File: src/rtl/memory.sv
// ---------------------------------------------------------------------------
// memory_pkg / memory
//
// Memory-access pipeline stage sitting between execute and writeback.
// One executed instruction is accepted at a time. Loads and stores issue at
// most one data-bus transaction; everything else (and anything already
// carrying an exception or misaligned) passes straight through with a
// one-cycle latency. The raw 64-bit load word is handed to writeback, which
// does byte extraction and sign extension.
//
// Ports:
//   clk, reset      clock, synchronous active-high reset
//   dataE/in_valid  executed instruction from execute and its valid
//   stall_mem       stage busy; upstream holds dataE / in_valid
//   flush           kill the instruction currently held here
//   dataM/out_valid registered result to writeback (one-cycle pulse)
//   dreq_*          data-bus request (address 8-byte aligned, lane-shifted
//                   store data, byte strobes, log2 size)
//   dresp_*         data-bus response (addr_ok, data_ok, raw read word)
// ---------------------------------------------------------------------------

package memory_pkg;

  typedef enum logic [3:0] {
    E_NONE        = 4'd0,
    E_LD_MISALIGN = 4'd1,
    E_ST_MISALIGN = 4'd2,
    E_ILLEGAL     = 4'd3
  } except_name_t;

  typedef struct packed {
    logic         is_except;
    except_name_t except_name;
    logic         csr_we;
    logic [11:0]  csr_addr;
  } csr_ctl_t;

  typedef struct packed {
    logic       regw_en;
    logic       memr_en;
    logic       memw_en;
    logic       mem_unsigned;
    logic [1:0] msize;
  } ctl_t;

  typedef struct packed {
    logic [63:0] pc;
    logic [31:0] raw;
    logic [4:0]  rd;
    ctl_t        ctl;
  } instr_t;

  typedef struct packed {
    instr_t      instr;
    logic [63:0] aluout;
    logic [63:0] srcb;
    csr_ctl_t    csr_ctl;
  } execute_data_t;

  typedef struct packed {
    instr_t      instr;
    logic [63:0] aluout;
    logic [63:0] memr_data;
    csr_ctl_t    csr_ctl;
  } memory_data_t;

endpackage

module memory
  import memory_pkg::*;
#(
  parameter int AW = 64
) (
  input  logic          clk,
  input  logic          reset,
  input  execute_data_t dataE,
  input  logic          in_valid,
  output logic          stall_mem,
  input  logic          flush,
  output memory_data_t  dataM,
  output logic          out_valid,
  output logic          dreq_valid,
  output logic [AW-1:0] dreq_addr,
  output logic [2:0]    dreq_size,
  output logic [7:0]    dreq_strobe,
  output logic [63:0]   dreq_data,
  input  logic          dresp_addr_ok,
  input  logic          dresp_data_ok,
  input  logic [63:0]   dresp_data
);

  typedef enum logic [1:0] {
    S_IDLE,
    S_REQ,
    S_WAIT
  } state_t;

  state_t        state_q,     state_d;
  logic          killed_q,    killed_d;
  instr_t        lat_instr_q, lat_instr_d;
  logic [63:0]   lat_alu_q,   lat_alu_d;
  csr_ctl_t      lat_csr_q,   lat_csr_d;
  memory_data_t  data_m_q,    data_m_d;
  logic          out_valid_q, out_valid_d;
  logic [AW-1:0] addr_q,      addr_d;
  logic [2:0]    size_q,      size_d;
  logic [7:0]    strobe_q,    strobe_d;
  logic [63:0]   wdata_q,     wdata_d;

  // Decode of the incoming instruction, used only on the accept cycle.
  logic          in_is_mem;
  logic          in_is_store;
  logic          in_misaligned;
  logic [1:0]    in_msize;
  logic [2:0]    in_offset;
  logic [2:0]    in_align_mask;
  logic [15:0]   in_size_mask;
  logic [15:0]   in_strobe_wide;
  logic [63:0]   in_wdata;
  logic [AW-1:0] in_addr;

  always_comb begin
    in_msize    = dataE.instr.ctl.msize;
    in_offset   = dataE.aluout[2:0];
    in_is_mem   = dataE.instr.ctl.memr_en | dataE.instr.ctl.memw_en;
    in_is_store = dataE.instr.ctl.memw_en;

    unique case (in_msize)
      2'd0:    in_align_mask = 3'b000;
      2'd1:    in_align_mask = 3'b001;
      2'd2:    in_align_mask = 3'b011;
      default: in_align_mask = 3'b111;
    endcase
    in_misaligned = (in_offset & in_align_mask) != 3'b000;

    // Byte-enable run of 2^msize ones, shifted to the access lane. Widened to
    // 16 bits so the 8-byte case does not overflow before truncation.
    in_size_mask   = (16'd1 << (4'd1 << in_msize)) - 16'd1;
    in_strobe_wide = in_size_mask << in_offset;

    in_wdata = dataE.srcb << {in_offset, 3'b000};
    in_addr  = {dataE.aluout[AW-1:3], 3'b000};
  end

  logic complete;

  always_comb begin
    state_d     = state_q;
    killed_d    = killed_q;
    lat_instr_d = lat_instr_q;
    lat_alu_d   = lat_alu_q;
    lat_csr_d   = lat_csr_q;
    data_m_d    = data_m_q;
    out_valid_d = 1'b0;
    addr_d      = addr_q;
    size_d      = size_q;
    strobe_d    = strobe_q;
    wdata_d     = wdata_q;
    complete    = 1'b0;

    unique case (state_q)
      S_IDLE: begin
        // A flush arriving with the accept targets the older instruction,
        // so the newly accepted one always starts un-killed.
        if (in_valid) begin
          lat_instr_d = dataE.instr;
          lat_alu_d   = dataE.aluout;
          lat_csr_d   = dataE.csr_ctl;
          killed_d    = 1'b0;
          if (in_is_mem && !dataE.csr_ctl.is_except && !in_misaligned) begin
            state_d  = S_REQ;
            addr_d   = in_addr;
            size_d   = {1'b0, in_msize};
            strobe_d = in_is_store ? in_strobe_wide[7:0] : 8'h00;
            wdata_d  = in_is_store ? in_wdata : 64'h0;
          end else begin
            // No bus access: result goes out on the next cycle. A misaligned
            // load simply returns zero and writeback raises its exception.
            data_m_d.instr     = dataE.instr;
            data_m_d.aluout    = dataE.aluout;
            data_m_d.memr_data = 64'h0;
            data_m_d.csr_ctl   = dataE.csr_ctl;
            if (in_is_mem && !dataE.csr_ctl.is_except && in_misaligned && in_is_store) begin
              data_m_d.csr_ctl.is_except   = 1'b1;
              data_m_d.csr_ctl.except_name = E_ST_MISALIGN;
            end
            out_valid_d = 1'b1;
          end
        end
      end

      S_REQ: begin
        // A request cannot be withdrawn once issued, so a flush only marks
        // the instruction and the transaction runs to data_ok.
        if (flush) begin
          killed_d = 1'b1;
        end
        if (dresp_addr_ok) begin
          if (dresp_data_ok) begin
            complete = 1'b1;
          end else begin
            state_d = S_WAIT;
          end
        end
      end

      S_WAIT: begin
        if (flush) begin
          killed_d = 1'b1;
        end
        if (dresp_data_ok) begin
          complete = 1'b1;
        end
      end

      default: state_d = S_IDLE;
    endcase

    if (complete) begin
      state_d            = S_IDLE;
      killed_d           = 1'b0;
      data_m_d.instr     = lat_instr_q;
      data_m_d.aluout    = lat_alu_q;
      data_m_d.csr_ctl   = lat_csr_q;
      data_m_d.memr_data = lat_instr_q.ctl.memw_en ? 64'h0 : dresp_data;
      // A flush landing on the completion cycle kills it just like an
      // earlier one recorded in killed_q.
      out_valid_d        = !(killed_q || flush);
    end
  end

  always_ff @(posedge clk) begin
    if (reset) begin
      state_q     <= S_IDLE;
      killed_q    <= 1'b0;
      lat_instr_q <= '0;
      lat_alu_q   <= '0;
      lat_csr_q   <= '0;
      data_m_q    <= '0;
      out_valid_q <= 1'b0;
      addr_q      <= '0;
      size_q      <= '0;
      strobe_q    <= '0;
      wdata_q     <= '0;
    end else begin
      state_q     <= state_d;
      killed_q    <= killed_d;
      lat_instr_q <= lat_instr_d;
      lat_alu_q   <= lat_alu_d;
      lat_csr_q   <= lat_csr_d;
      data_m_q    <= data_m_d;
      out_valid_q <= out_valid_d;
      addr_q      <= addr_d;
      size_q      <= size_d;
      strobe_q    <= strobe_d;
      wdata_q     <= wdata_d;
    end
  end

  // Request fields are frozen at accept time, so they stay stable for the
  // whole REQ phase regardless of what upstream drives meanwhile.
  assign dreq_valid  = (state_q == S_REQ);
  assign dreq_addr   = addr_q;
  assign dreq_size   = size_q;
  assign dreq_strobe = strobe_q;
  assign dreq_data   = wdata_q;
  assign stall_mem   = (state_q != S_IDLE);
  assign dataM       = data_m_q;
  assign out_valid   = out_valid_q;

endmodule

File: config.mk
export PLATFORM = sky130hd
export DESIGN_NAME = memory
export DESIGN_NICKNAME = d
export VERILOG_FILES = /design/src/rtl/memory.sv
export SDC_FILE = /design/constraint.sdc
export NUM_CORES = 1
export LEC_CHECK = 0
export CORE_AREA = 2 2 283 285
export CTS_CLUSTER_DIAMETER = 60
export CTS_CLUSTER_SIZE = 30
export DETAILED_ROUTE_END_ITERATION = 7
export DIE_AREA = 0 0 285 287
export GPL_TIMING_DRIVEN = 1
export PLACE_DENSITY_LB_ADDON = 0.1
export SYNTH_ARGS = -nofsm -noshare
export SYNTH_HDL_FRONTEND = slang
export SYNTH_SLANG_ARGS = --single-unit
export TNS_END_PERCENT = 100
File: constraint.sdc
create_clock -name clk -period 3.8 [get_ports clk]
set_clock_uncertainty 0.1 [all_clocks]
set_input_delay 0.57 -clock clk [delete_from_list [all_inputs] [get_ports clk]]
set_output_delay 0.57 -clock clk [all_outputs]
set_load 0.01 [all_outputs]
==> impl_metrics.ini <==
[status]
status = finished clean

[setup_path]
cp.arrival_ns = 2.00
cp_data_required_time_ns = 3.13
critical_path_class = reg -> out
crit_path_max_fanout = 4
ff2ff_setup_slack_ns = 1.17
endpoint_kind = primary output
start_kind = flop

[timing]
setup_tns_ns = 0
hold_viol_final = 0
slew_headroom_pct = 20.68
slew_violations = 0
setup_viol = 0
holdWs_ns = 0.2186
fin_ws_ns = 1.128
tightest_slew_ns = 1.190
max_freq_ghz = 0.3742
final.min_clock_period_ns = 2.672
period_share_pct = 70.32
grt_setup_unrepaired = false

[floorplan]
start_util_pct = 29.13
core-area_sq_um = 78610
ioPinCount = 718
die_y_microns = 287
die-width_microns = 285
die_area_sq_um = 81800
num_rows = 103

[power]
vdd_drop_max_mv = 0.3396
power.density_nw_per_um2 = 446.9
total_power_mw = 14.64
cellLeakagePower_nw = 11.73

[cts]
cts-resized-gates = 0
clockBufferDepth = 3
cts_tree = yes
clk_latency_ns = 0.61
htreeDepth = 2
path_clk_slew_ns = 0.08
post_cts_buffers = 0
clock_sinks = 581
cts-root-buf = clkbuf_16
cts_hold_buf = 0
numCtsBuffers = 55

[drt]
drt-met1-wl_microns = 36910
first_pass_iters = 5
wl_met3_microns = 5943
drt-initial-drc-count = 1399
ant_nets = 0
avgRoutedWirePerCell_microns = 20.88
routed_wl_microns = 91450
highest_layer = met5
drc = 0
vias_per_cell = 5.046
wl_met2_microns = 46630
vias = 22095

[final_layout]
drive_above_1_share_pct = 5.847
nets = 3599
fillers = 7795
syn_to_final_growth_pct = 43.05

[logic_synthesis]
synth_largest_area_cell = dfxtp_1
syn_avg_cell_area_sq_um = 8.469
yosys-top-cells-area = dfxtp_1 51%, nand2_1 13%, a21oi_1 6.9%, nor2_1 3.7%, a311oi_1 3.7%
async_flop_share_pct = 0
yosys_register_bits = 581
ys_seq_area_share_pct = 50.79
syn_area_sq_um = 22900
yosysWarnings = 0
yosysUniqueCellTypes = 50
netlist_instances = 2704
synth_edf_count = 0
ys.flop_type = dfxtp_1
synth_top_area_share_pct = 50.79

[global_route]
grt_pass1_wl_microns = 135300
grt_pass1_vias = 21307
overflow = 0
grt_max_degree = 211
grt_util_all_layers_pct = 21.17
antenna_found_initial = 17

[placement]
place_ws_ns = 0.6676
routabilityCongestion = 0.8295
hpwlAfterDp_microns = 62820
place.port_buffers = 713

[job]
max_cap_violations = 0

[worst_hold_path]
hp-class = in -> reg
kinds of logic after synthesis:
| family | after synthesis | share of synthesized area [%] |
|---|---|---|
| AOI/OAI and AO/OA | 701 | 20.62 |
| other | 1 | 0.01638 |
| adders and majority gates | 4 | 0.2186 |
| DFF | 581 | 50.79 |
| buffers and inverters | 263 | 5.272 |
| muxes | 78 | 4.737 |
| and+or+nand+nor | 1076 | 18.35 |
routing by layer:
metal | track usage (%) | up-vias
li1 | - | 10539
met4 | 5.746 | 10
met2 | 37.49 | 654
met1 | 25.43 | 10784
met3 | 5.278 | 108
met5 | 0 | -
cell type report:
cell class                 count  area, sq um  share of cell area (%)
timing repair buffer         756         7652                   23.36
clock buffer                  62         1465                   4.473
tap                         1050         1314                   4.010
antenna                       11        27.53                 0.08403
clock inverter                41        469.2                   1.432
multi-input combinational   1863        10140                   30.96
inverter                      15        56.30                  0.1719
sequential                   581        11630                   35.51
sequential cells by signal, indices dropped and copies added, names as in the netlist:
name / flops
dataM: 253
dreq_data: 64
lat_instr_q: 107
lat_csr_q: 18
dreq_strobe: 8
state_q: 2
dreq_addr: 61
killed_q: 1
dreq_size: 2
lat_alu_q: 64
out_valid: 1
worst max-delay path, stage by stage, from the launching register on:
cell and delay, ns:
dfxtp_1 0.36, inv_1 0.08, ha_1 0.25, inv_1 0.09
clkdlybuf4s50_1 0.61
power by group:
part           switching, mW  internal (mW)  total (mW)
combinational           1.13           1.01        2.14
sequential             0.170           6.41        6.58
clock                   2.80           3.12        5.92
through the flow:
stage | util [%] | cells | cell area [sq um]
2_1_floorplan | - | 2707 | 22910
3_3_place_gp | 39.18 | 4265 | 30800
3_5_place_dp | 39.18 | 4265 | 30800
4_1_cts | 41.64 | 4368 | 32730
5_1_grt | 41.66 | 4375 | 32750
6_report | 41.67 | 4379 | 32760
Yosys cell counts, types with 2 or more instances:
cell         n
a211oi_1     8
a21o_1       2
a21oi_1    318
a221oi_1    51
a22o_1      39
a22oi_1    110
a311oi_1    96
a31oi_1      2
a32o_1       5
and2_1       3
buf_1       11
buf_2      110
buf_4       20
clkbuf_1   106
dfxtp_1    581
ha_1         4
inv_1       14
mux2_2       3
mux2i_1     51
mux4_2      24
nand2_1    763
nand2b_1     2
nand3_1      2
nor2_1     228
nor2_2       2
nor2b_1     10
nor3_1      57
nor3_2       2
o21ai_0     13
o22ai_1     18
o2bb2ai_1   29
or3_1        2
final timing paths:
path / from / to / cells after the start
max: state_q[1] / stall_mem / 4
min: reset / lat_alu_q[10] / 2
min reg2reg: dreq_addr[63] / dreq_addr[63] / 2
max reg2reg: state_q[1] / dataM[10] / 8
cells in the final DEF (no fill, tap or decap), types with 3 or more instances in the layout:
| cell type | count |
|---|---|
| a211oi_1 | 8 |
| a21oi_1 | 318 |
| a221oi_1 | 51 |
| a22o_1 | 39 |
| a22oi_1 | 110 |
| a311oi_1 | 96 |
| a32o_1 | 5 |
| buf_12 | 16 |
| buf_4 | 28 |
| bufinv_16 | 3 |
| clkbuf_1 | 3 |
| clkbuf_16 | 57 |
| clkdlybuf4s50_1 | 709 |
| clkinv_2 | 5 |
| clkinv_4 | 3 |
| clkinv_8 | 5 |
| clkinvlp_4 | 8 |
| conb_1 | 4 |
| dfxtp_1 | 581 |
| diode_2 | 11 |
| ha_1 | 4 |
| inv_1 | 14 |
| inv_12 | 3 |
| inv_6 | 8 |
| inv_8 | 6 |
| mux2_2 | 3 |
| mux2i_1 | 51 |
| mux4_2 | 24 |
| nand2_1 | 760 |
| nor2_1 | 226 |
| nor2_4 | 3 |
| nor2b_1 | 10 |
| nor3_1 | 57 |
| o21ai_0 | 13 |
| o22ai_1 | 18 |
| o2bb2ai_1 | 29 |
(Power assumes the default switching activity.)
==> RTL edit, RTL diff (same flow settings) <==
Set the parameter `AW` to 32 (it was 64).
--- a/src/rtl/memory.sv
+++ b/src/rtl/memory.sv
@@ -69,7 +69,7 @@
 module memory
   import memory_pkg::*;
 #(
-  parameter int AW = 64
+  parameter int AW = 32
 ) (
   input  logic          clk,
   input  logic          reset,
Interface: changed (resized dreq_addr); port bits go from 718 to 686. No check against the original RTL was run, so the function may have changed too.
==> RTL edit against the original RTL <==
- via count increased by 1.6%
- sequential cell count down 32
- non-clock buffer count decreased by 25
- synthesized area grew 1.6%
- cell count decreased by 2.0%
- design area increased by 0.40%
- wire length increased by 1.4%
- total power is 1.5% lower
- worst setup slack worse by 0.21 ns
==> RTL edit: results (changes against the original RTL) <==
| Result | Reported | vs unedited |
|:---|:---|:---|
| Dpl hpwl | 62800 um | about the same |
| Run status | finished clean |  |
| Pin count of the biggest net entering global routing | 204 | -3.3% |
| Wl on met1 | 37700 um | +2.3% |
| Average wire per cell in the routed design | 21.6 um | +3.5% |
| Worst-path fanout max | 5 | +1 |
| CTS HTree Levels | 2 | unchanged |
| Buffers from clock root to sink, at most | 3 | unchanged |
| R2r setup slk | 1.05 ns | -0.12 ns |
| Max-cap violations | 0 | unchanged |
| Gpl congestion | 0.840 | +1.2% |
| Instance area at placement | 0.0308 mm^2 | +0.14% |
| Lkg Pwr | 0.0115 uW | -1.9% |
| Number of antenna violations at the first check in global routing | 16 | -1 |
| Number of warnings reported in the yosys synthesis log | 0 | unchanged |
| Net count, final | 3514 | -2.4% |
| Number of port buffers | 681 | -4.5% |
| Setup slack after placement | 0.750 ns | +0.0824 ns |
| Peak clock frequency supported by timing | 0.347 GHz | -7.3% |
| First-pass GRT wire length | 138000 um | +1.9% |
| Worst hold slack | 0.230 ns | +0.0118 ns |
| Total area of sequential cells | 0.0110 mm^2 | -5.5% |
| Distinct cells, synth | 54 | +8.0% |
| Clock-pin slew of the registers on the worst-case setup and hold paths | 0.07 ns |  |
| Worst IR drop on VDD | 0.340 mV | about the same |
| Initial detailed-routing violation count | 1462 | +4.5% |
| Most frequent cells after synthesis | 623 x sky130_fd_sc_hd__nand2_1, 549 x sky130_fd_sc_hd__dfxtp_1, 327 x sky130_fd_sc_hd__a21oi_1 |  |
| Num CTS Buffers | 56 | +1.8% |
| Clock Latency Late Sink | 0.65 ns | +0.04 ns |
| Filler Cell Count | 7757 | -0.49% |
| Met3 routed wirelength | 6690 um | +13% |
| Via count of the first global-routing pass | 21.7k | +1.8% |
| Worst EP arrival | 2.21 ns | +0.21 ns |
| Routed length on met2 | 45800 um | -1.8% |
| Overall track demand over capacity in global routing | 21.4% | +0.24 points |
| Via count normalized by instance count | 5.23 | +3.6% |
| Layout cell share with drive strength beyond 1 | 6.37% | +0.52 points |
| Largest cells by area after synthesis | sky130_fd_sc_hd__dfxtp_1 47%, sky130_fd_sc_hd__nand2_1 10%, sky130_fd_sc_hd__a21oi_1 7.0% |  |
| Max-slew headroom at the worst pin | 28.7% | +8.0 points |
| Proportion of synthesized chip area in sequential cells | 47.2% | -3.6 points |
| Number of gates resized after CTS | 0 | unchanged |
==> RTL edit: changes by cell type in the layout (fill, tap and decap cells not counted), moves of 51 or more <==
cell	unedited run	this run
sky130_fd_sc_hd__a311oi_1	96	0
sky130_fd_sc_hd__a22oi_1	110	2
sky130_fd_sc_hd__or3_1	2	103
sky130_fd_sc_hd__o211ai_1	0	193
sky130_fd_sc_hd__a221oi_1	51	0
sky130_fd_sc_hd__a31oi_1	2	106
sky130_fd_sc_hd__mux2i_1	51	147
sky130_fd_sc_hd__nor2_1	226	7
sky130_fd_sc_hd__nand2_1	760	620
==> RTL edit: cells by family (layout without fill, tap and decap cells) <==
logic type	Yosys count	after routing	share of synthesized area, %
other	1	10	0.0161
DFF	549	549	47.2
AOI/OAI and AO/OA	838	838	23.9
and+or+nand+nor	827	827	15.2
muxes	168	168	7.97
adders and majority gates	4	4	0.215
buffers and inverters	295	845	5.49
==> RTL edit: per-layer routing <==
layer / GRT usage, % / vias to the layer above
li1: - / 10700
met1: 25.4 / 10900
met2: 37.5 / 662
met3: 6.23 / 133
met4: 6.22 / 20
met5: 0 / -
==> RTL edit: power breakdown <==
| part | leakage (uW) | switching (uW) | internal, uW |
|---|---|---|---|
| Sequential | 0.00449 | 160 | 6050 |
| Combinational | 0.00603 | 1100 | 989 |
| Clock | 0.000984 | 2790 | 3330 |
| Total | 0.0115 | 4060 | 10400 |
==> RTL edit: cell type report <==
cell class	count	share of cell area [%]
Antenna cell	6	0.0456
Clock inverter	49	1.92
Multi-Input combinational cell	1841	33.7
Clock buffer	57	4.27
Sequential cell	549	33.4
Tap cell	1050	3.99
Timing Repair Buffer	731	22.6
Inverter	8	0.0913
==> RTL edit: final timing paths <==
kind / from / endpoint / depth (start not counted)
hold reg to reg: lat_instr_q[36] / lat_instr_q[36] / 2
setup reg to reg: state_q[0] / dataM[249] / 7
setup / recovery: state_q[0] / stall_mem / 4
hold / removal: reset / dataM[77] / 2
==> RTL edit: worst max-delay path: stages, from the launching register on <==
cell	delay [ns]
sky130_fd_sc_hd__dfxtp_1	0.37
sky130_fd_sc_hd__inv_1	0.08
sky130_fd_sc_hd__ha_1	0.27
sky130_fd_sc_hd__inv_1	0.12
sky130_fd_sc_hd__clkdlybuf4s50_1	0.73
==> RTL edit: metrics by stage <==
stage / power [uW] / cells
final: 14400 / 4291
after global routing: 15000 / 4290
after CTS: 14600 / 4285
after detailed placement: 8440 / 4179
after global placement: 8400 / 4179
after floorplan: 7330 / 2685
